## src/rtl/imu_fusion_engine_if.sv

```systemverilog
// Sample/result bundle between the IMU front end and the fusion engine.
// The producer takes master and the engine takes slave.
interface imu_fusion_engine_if #(
  parameter int NUM_CH = 2,
  parameter int W      = 10
);
  logic                SampleValid;
  logic [NUM_CH*W-1:0] AccelIn;
  logic [NUM_CH*W-1:0] GyroIn;
  logic                FuseEnable;
  logic [NUM_CH*W-1:0] AccelFiltOut;
  logic [NUM_CH*W-1:0] AngleOut;
  logic                DataReady;
  logic                Busy;
  logic [7:0]          OverrunCount;

  modport master (
    output SampleValid, AccelIn, GyroIn, FuseEnable,
    input  AccelFiltOut, AngleOut, DataReady, Busy, OverrunCount
  );
  modport slave (
    input  SampleValid, AccelIn, GyroIn, FuseEnable,
    output AccelFiltOut, AngleOut, DataReady, Busy, OverrunCount
  );
endinterface

```

## src/rtl/imu_fusion_engine.sv

```systemverilog
// Multi-channel IMU fusion. One shared datapath is time-multiplexed over the channels.
// Each channel gets a moving-average accel filter, gyro integration and a complementary correction.
module imu_fusion_engine #(
  parameter int NUM_CH      = 2,
  parameter int W           = 10,
  parameter int AVG_LOG2    = 3,
  parameter int ALPHA_SHIFT = 4,
  parameter int GYRO_SHIFT  = 6
)(
  input  logic CLOCK_50,
  input  logic Reset_n,
  imu_fusion_engine_if.slave bus
);
  localparam int DEPTH = 1 << AVG_LOG2;
  localparam int SW    = W + AVG_LOG2;
  localparam int AW    = W + 2;
  localparam int BUF_N = NUM_CH * DEPTH;
  localparam int BIW   = (BUF_N > 1) ? $clog2(BUF_N) : 1;
  localparam int CHW   = (NUM_CH > 1) ? $clog2(NUM_CH) : 1;
  localparam int PW    = (AVG_LOG2 > 0) ? AVG_LOG2 : 1;
  localparam logic signed [AW-1:0] ANG_MAX = AW'((1 << (W-1)) - 1);
  localparam logic signed [AW-1:0] ANG_MIN = AW'(-(1 << (W-1)));

  typedef enum logic [2:0] {S_INIT, S_IDLE, S_AVG, S_FUSE, S_DONE} state_t;

  state_t state, stateNext;

  logic signed [W-1:0]  bufMem [BUF_N];
  logic signed [SW-1:0] sumQ   [NUM_CH];
  logic [PW-1:0]        ptrQ   [NUM_CH];
  logic signed [W-1:0]  filtQ  [NUM_CH];
  logic signed [W-1:0]  angQ   [NUM_CH];

  logic [CHW-1:0]       ch;
  logic [BIW-1:0]       initCnt;
  logic [NUM_CH*W-1:0]  accelLat, gyroLat;
  logic                 fuseLat;

  logic [NUM_CH*W-1:0]  filtOutQ, angOutQ;
  logic                 dataReadyQ;
  logic [7:0]           overrunQ;
  logic                 busy;

  logic                 lastCh, initLast;
  logic [BIW-1:0]       bufIdx;
  logic signed [W-1:0]  aCur, gCur, oldW, fCur, filtNext, angNext;
  logic signed [SW-1:0] sumNext;
  logic signed [AW-1:0] t1, t2;

  assign lastCh   = (ch == CHW'(NUM_CH - 1));
  assign initLast = (initCnt == BIW'(BUF_N - 1));
  assign bufIdx   = BIW'(int'(ch) * DEPTH + int'(ptrQ[ch]));
  assign aCur     = $signed(accelLat[int'(ch)*W +: W]);
  assign gCur     = $signed(gyroLat[int'(ch)*W +: W]);
  assign oldW     = bufMem[bufIdx];
  assign fCur     = filtQ[ch];

  // Running sum stays exact: it always equals the sum of the DEPTH buffered words.
  assign sumNext  = sumQ[ch] + SW'(aCur) - SW'(oldW);
  assign filtNext = W'(sumNext >>> AVG_LOG2);

  always_comb begin
    t1 = AW'(angQ[ch]) + AW'(gCur >>> GYRO_SHIFT);
    t2 = t1 + ((AW'(fCur) - t1) >>> ALPHA_SHIFT);
    if (!fuseLat)          angNext = fCur;
    else if (t2 > ANG_MAX) angNext = W'(ANG_MAX);
    else if (t2 < ANG_MIN) angNext = W'(ANG_MIN);
    else                   angNext = W'(t2);
  end

  // FSM state register
  always_ff @(posedge CLOCK_50) begin
    if (!Reset_n) state <= S_INIT;
    else          state <= stateNext;
  end

  // FSM next state
  always_comb begin
    stateNext = state;
    case (state)
      S_INIT: if (initLast) stateNext = S_IDLE;
      S_IDLE: if (bus.SampleValid) stateNext = S_AVG;
      S_AVG:  stateNext = S_FUSE;
      S_FUSE: stateNext = lastCh ? S_DONE : S_AVG;
      S_DONE: stateNext = S_IDLE;
      default: stateNext = S_INIT;
    endcase
  end

  // FSM outputs
  always_comb begin
    busy = (state != S_IDLE);
  end

  // History buffer: no reset, INIT walks it to zero one word per cycle.
  always_ff @(posedge CLOCK_50) begin
    if (Reset_n) begin
      if (state == S_INIT)     bufMem[initCnt] <= '0;
      else if (state == S_AVG) bufMem[bufIdx]  <= aCur;
    end
  end

  always_ff @(posedge CLOCK_50) begin
    if (!Reset_n) begin
      for (int i = 0; i < NUM_CH; i++) begin
        sumQ[i]  <= '0;
        ptrQ[i]  <= '0;
        filtQ[i] <= '0;
        angQ[i]  <= '0;
      end
      ch         <= '0;
      initCnt    <= '0;
      accelLat   <= '0;
      gyroLat    <= '0;
      fuseLat    <= 1'b0;
      filtOutQ   <= '0;
      angOutQ    <= '0;
      dataReadyQ <= 1'b0;
      overrunQ   <= '0;
    end else begin
      dataReadyQ <= 1'b0;
      if (bus.SampleValid && (state inside {S_AVG, S_FUSE, S_DONE}) && (overrunQ != 8'hFF))
        overrunQ <= overrunQ + 8'd1;
      case (state)
        S_INIT: initCnt <= initLast ? '0 : initCnt + 1'b1;
        S_IDLE: if (bus.SampleValid) begin
          accelLat <= bus.AccelIn;
          gyroLat  <= bus.GyroIn;
          fuseLat  <= bus.FuseEnable;
          ch       <= '0;
        end
        S_AVG: begin
          sumQ[ch]  <= sumNext;
          filtQ[ch] <= filtNext;
          ptrQ[ch]  <= (ptrQ[ch] == PW'(DEPTH - 1)) ? '0 : ptrQ[ch] + 1'b1;
        end
        S_FUSE: begin
          angQ[ch] <= angNext;
          if (lastCh) begin
            // Publish all channels together, folding in the angle finished this cycle.
            for (int i = 0; i < NUM_CH; i++) begin
              filtOutQ[i*W +: W] <= filtQ[i];
              angOutQ[i*W +: W]  <= (CHW'(i) == ch) ? angNext : angQ[i];
            end
            dataReadyQ <= 1'b1;
          end else begin
            ch <= ch + 1'b1;
          end
        end
        default: ;
      endcase
    end
  end

  assign bus.AccelFiltOut = filtOutQ;
  assign bus.AngleOut     = angOutQ;
  assign bus.DataReady    = dataReadyQ;
  assign bus.Busy         = busy;
  assign bus.OverrunCount = overrunQ;
endmodule

```

## src/flat_wrapper.sv

```systemverilog
// flat-port wrapper written by rule: the top's interface ports become plain ports
module imu_fusion_engine_flat 
#(
  parameter int NUM_CH      = 2,
  parameter int W           = 10,
  parameter int AVG_LOG2    = 3,
  parameter int ALPHA_SHIFT = 4,
  parameter int GYRO_SHIFT  = 6
)
  (CLOCK_50, Reset_n, bus_SampleValid, bus_AccelIn, bus_GyroIn, bus_FuseEnable, bus_AccelFiltOut, bus_AngleOut, bus_DataReady, bus_Busy, bus_OverrunCount);
  imu_fusion_engine_if #(.NUM_CH(NUM_CH), .W(W)) bus_i ();
  input  logic CLOCK_50;
  input  logic Reset_n;
  input wire logic [$bits(bus_i.SampleValid)-1:0] bus_SampleValid;
  input wire logic [$bits(bus_i.AccelIn)-1:0] bus_AccelIn;
  input wire logic [$bits(bus_i.GyroIn)-1:0] bus_GyroIn;
  input wire logic [$bits(bus_i.FuseEnable)-1:0] bus_FuseEnable;
  output wire logic [$bits(bus_i.AccelFiltOut)-1:0] bus_AccelFiltOut;
  output wire logic [$bits(bus_i.AngleOut)-1:0] bus_AngleOut;
  output wire logic [$bits(bus_i.DataReady)-1:0] bus_DataReady;
  output wire logic [$bits(bus_i.Busy)-1:0] bus_Busy;
  output wire logic [$bits(bus_i.OverrunCount)-1:0] bus_OverrunCount;
  assign bus_i.SampleValid = bus_SampleValid;
  assign bus_i.AccelIn = bus_AccelIn;
  assign bus_i.GyroIn = bus_GyroIn;
  assign bus_i.FuseEnable = bus_FuseEnable;
  assign bus_AccelFiltOut = bus_i.AccelFiltOut;
  assign bus_AngleOut = bus_i.AngleOut;
  assign bus_DataReady = bus_i.DataReady;
  assign bus_Busy = bus_i.Busy;
  assign bus_OverrunCount = bus_i.OverrunCount;
  imu_fusion_engine #(.NUM_CH(NUM_CH), .W(W), .AVG_LOG2(AVG_LOG2), .ALPHA_SHIFT(ALPHA_SHIFT), .GYRO_SHIFT(GYRO_SHIFT)) u_core (.CLOCK_50(CLOCK_50), .Reset_n(Reset_n), .bus(bus_i));
endmodule
```

## config.mk

```make
export PLATFORM = sky130hd
export DESIGN_NAME = imu_fusion_engine_flat
export DESIGN_NICKNAME = d
export VERILOG_FILES = /design/src/rtl/imu_fusion_engine_if.sv /design/src/rtl/imu_fusion_engine.sv /design/src/flat_wrapper.sv
export SDC_FILE = /design/constraint.sdc
export NUM_CORES = 1
export LEC_CHECK = 0
export ABC_CLOCK_PERIOD_IN_PS = 11050
export CAP_MARGIN = 5
export CELL_PAD_IN_SITES_DETAIL_PLACEMENT = 0
export CELL_PAD_IN_SITES_GLOBAL_PLACEMENT = 1
export CORE_MARGIN = 5
export CORE_UTILIZATION = 55
export DETAILED_ROUTE_END_ITERATION = 8
export DONT_BUFFER_PORTS = 1
export GPL_TIMING_DRIVEN = 0
export PLACE_DENSITY_LB_ADDON = 0.1
export SETUP_SLACK_MARGIN = 0.15
export SYNTH_ARGS = -nofsm -noshare
export SYNTH_HDL_FRONTEND = slang
export SYNTH_SLANG_ARGS = --single-unit
```

## constraint.sdc

```tcl
create_clock -name CLOCK_50 -period 11.05 [get_ports CLOCK_50]
set_input_delay 2.7625 -clock CLOCK_50 [delete_from_list [all_inputs] [get_ports CLOCK_50]]
set_output_delay 2.7625 -clock CLOCK_50 [all_outputs]
set_load 0.02 [all_outputs]
```

==> flow_summary_export.csv <==
group,metric,value,unit
floorplanning,die_area,30650,sq um
global_route,grt_max_degree,17,
synth,synth_fp_nets,1515,
pwr,p_sw,575.0,uW
sta,rsz0062_at_grt,"no",
layout,utilization,60.99,%
clocking,cts-buffers-inserted,31,
floorplanning,die_h,175.1,microns
synth,synth-edff-count,212,
synth,synth_area_leaders,"edfxtp_1 42%, dfxtp_1 12%, nand2_1 7.8%, ha_1 3.6%, a21boi_0 3.4%",
critical_path,r2r_slack,2.62,ns
clocking,hold_buffers,0,
global_route,grt_pass1_wl,59.03,mm
routing,num_vias,10510,
synth,netlist_top_cells_count,"313 x nand2_1, 212 x edfxtp_1, 103 x nor2_1, 87 x dfxtp_1, 68 x a21boi_0",
synth,synth.largest_area_cell,"edfxtp_1",
sta,holdWs,0.4628,ns
pwr,p_int,1.876,mW
critical_path,critPathMaxStageDelay,0.69,ns
floorplanning,pin_count,94,
synth,synth.distinct_cells,76,
critical_path,worstPathRequired,11.34,ns
min_path,min_path_type,"reg2reg",
layout,num_antenna_cells,0,
sta,fin_worst_skew,0.02019,ns
synth,synth-async-reset-ratio,0,%
global_route,grt-ovfl-total,0,
critical_path,endpoint_kind,"register",
critical_path,crit_family,"compound AO/OA/AOI/OAI gates",
critical_path,cpMaxStageDelayCell,"buf_1",
critical_path,cp_max_fo,10,
place,numPortBuffers,0,
synth,ys_warn_count,0,
sta,setup_ws,2.618,ns
clocking,htreeDepth,1,
layout,syn_to_final_growth,9.376,%
layout,stdcell_count,1811,
routing,drc,0,
run,drv_cap,0,
sta,setup_viol,0,
pwr,pwr-share-seq,49.4,%
routing,ant_nets,0,
pwr,clockPowerShare,40.8,%
synth,syn_inst,1414,
sta,maxSlewViolCount,0,
clocking,cts_root_buffer,"clkbuf_16",
pwr,powerDensity,149.5,nW/um^2
place,place_ws,2.645,ns
layout,layout.nets,1548,
critical_path,worst_setup_path_start_kind,"register",
pwr,switching_share,23.46,%
pwr,pwr-share-comb,9.7,%
routing,wirelength,38.79,mm
place,placed_area,15410,sq um
critical_path,cp_num_buf_inv,4,
synth,ys.flop_type,"edfxtp_1",
layout,layout-drive-gt1-share,7.483,%
clocking,cts.clk_slew.worst_paths,0.06,ns
global_route,track_usage,24.86,%
clocking,cts_tree,"built",
layout,fillers,2244,
place,gp_congestion,0.9111,
clocking,cts_buffer_depth,3,
synth,synth-seq-cells,299,
routing,first_pass_iters,5,
synth,yosysSeqAreaShare,54.10,%
synth,synth.avg_cell_area,10.60,sq um
floorplanning,coreArea,26880,sq um
synth,yosysTopAreaCellShare,42.48,%
critical_path,setup.worst_path.class,"reg2reg",
routing,drt_first_iter_violations,856,
floorplanning,initial_core_util,55.76,%
pwr,p_total,2.451,mW
floorplanning,fp.dieW,175.1,microns
sta,min_period,8.432,ns
sta,worst_pin_slew,1.383,ns
sta,tns,0,ns
place,placedCellCount,1755,
outcome,status,"finished, final reports clean",
global_route,grt_pass1_vias,10030,
sta,finalHoldViolCount,0,
floorplanning,num_rows,60,
place,hpwl,28.75,mm
synth,synth.most_common_cell,"nand2_1",
sta,fin_crit_sh,76.31,%
clocking,numClockSinks,299,
sta,max_slew_margin,7.435,%
sta,fmax,0.1186,GHz
global_route,antenna_found_initial,0,
critical_path,critPathArrivalTime,8.73,ns
clocking,cts_setup_buffers,0,
routing,vias_per_cell,5.801,
layout,final_area,16390,sq um
clocking,worstSkewPairLatency,0.57,ns
pwr,p_leak,6.062,nW
routing,wl_per_cell,21.42,microns
pwr,ir_drop,129.8,uV
synth,syn_area,14990,sq um
clocking,cts_resized,0,
cells by family after synthesis:
group / synth area share [%]
AND/OR/NAND/NOR: 15.86
AO/OA/AOI/OAI: 12.33
buffers and inverters: 3.498
XOR/XNOR: 2.889
adder cells (fa/ha/maj): 5.736
multiplexers: 5.586
flip-flops: 54.10
worst paths after layout:
| kind | from | end | cells after the start |
|---|---|---|---|
| min | u_core.accelLat[3]$_SDFFE_PN0P_ | u_core.accelLat[3]$_SDFFE_PN0P_ | 2 |
| max | u_core.ch$_SDFFE_PN0P_ | u_core.angQ[1][4]$_SDFFCE_PN0P_ | 28 |
| max reg2reg | u_core.ch$_SDFFE_PN0P_ | u_core.angQ[1][4]$_SDFFCE_PN0P_ | 28 |
| min reg2reg | u_core.accelLat[3]$_SDFFE_PN0P_ | u_core.accelLat[3]$_SDFFE_PN0P_ | 2 |
state kept, by name (all words and copies together), names as in the netlist, named ones only:
signal / cells
u_core.fuseLat: 1
u_core.accelLat: 20
u_core.initCnt: 4
u_core.gyroLat: 8
u_core.bus.AngleOut: 20
u_core.ptrQ: 6
u_core.bus.OverrunCount: 8
u_core.bus.AccelFiltOut: 20
u_core.state: 3
u_core.ch: 1
u_core.angQ: 20
u_core.bus.DataReady: 1
u_core.filtQ: 2
u_core.bufMem: 160
u_core.sumQ: 24
placed cells by master (no fill, tap or decap), types with 6 or more instances in the layout:
| cell | netlist | layout |
|---|---|---|
| a211oi_1 | 7 | 7 |
| a211oi_2 | 8 | 8 |
| a21boi_0 | 68 | 68 |
| a21o_1 | 17 | 17 |
| a21oi_1 | 32 | 32 |
| a311oi_1 | 6 | 6 |
| a31oi_1 | 43 | 43 |
| and2_1 | 15 | 15 |
| and3_1 | 39 | 39 |
| buf_1 | 13 | 13 |
| clkbuf_1 | 52 | 59 |
| clkbuf_16 | 0 | 32 |
| clkinv_1 | 1 | 7 |
| clkinv_2 | 0 | 7 |
| dfxtp_1 | 87 | 87 |
| edfxtp_1 | 212 | 212 |
| fa_1 | 14 | 14 |
| ha_1 | 43 | 43 |
| inv_1 | 64 | 64 |
| mux2_2 | 23 | 23 |
| mux2i_1 | 33 | 33 |
| mux4_2 | 11 | 11 |
| nand2_1 | 313 | 313 |
| nand2b_1 | 6 | 6 |
| nand3_1 | 14 | 14 |
| nand4_1 | 8 | 8 |
| nor2_1 | 103 | 103 |
| nor2b_1 | 10 | 10 |
| nor3_1 | 14 | 14 |
| o21ai_0 | 24 | 24 |
| o21ai_1 | 8 | 8 |
| o31ai_1 | 6 | 6 |
| or3_1 | 8 | 8 |
| xnor2_1 | 33 | 33 |
| xor2_1 | 9 | 9 |
power groups by stage:
stage / logic (mW) / registers [mW] / clock network [mW]
finish: 0.238 / 1.21 / 1.00
global route: 0.262 / 1.21 / 1.07
CTS: 0.237 / 1.21 / 1.02
detailed placement: 0.236 / 1.24 / 0
global placement: 0.234 / 1.23 / 0
floorplan: 0.177 / 1.23 / 0
per-layer routing:
layer	up-vias	GRT usage (%)	part of all wire (%)
met5	-	0	0
met4	0	6.939	2.9
met3	68	3.656	4.5
met2	260	45.10	52
met1	5083	31.05	41
li1	5094	-	-
tightest hold or removal path, delay by kind of cell, from the launching register on:
family	cells	cell delay, ns
DFF	1	0.31
AOI/OAI and AO/OA	1	0.06
and+or+nand+nor	1	0.04
area by class of cell:
cell class / instances / area [sq um] / area share [%]
tap: 341 / 426.7 / 2.603
buffer: 68 / 265.3 / 1.618
clock buffer: 40 / 840.8 / 5.130
clock inverter: 16 / 137.6 / 0.8397
multi-input combinational: 978 / 6354 / 38.76
inverter: 69 / 259.0 / 1.580
sequential: 299 / 8108 / 49.47
No activity file was read; power rests on OpenSTA's default activity.
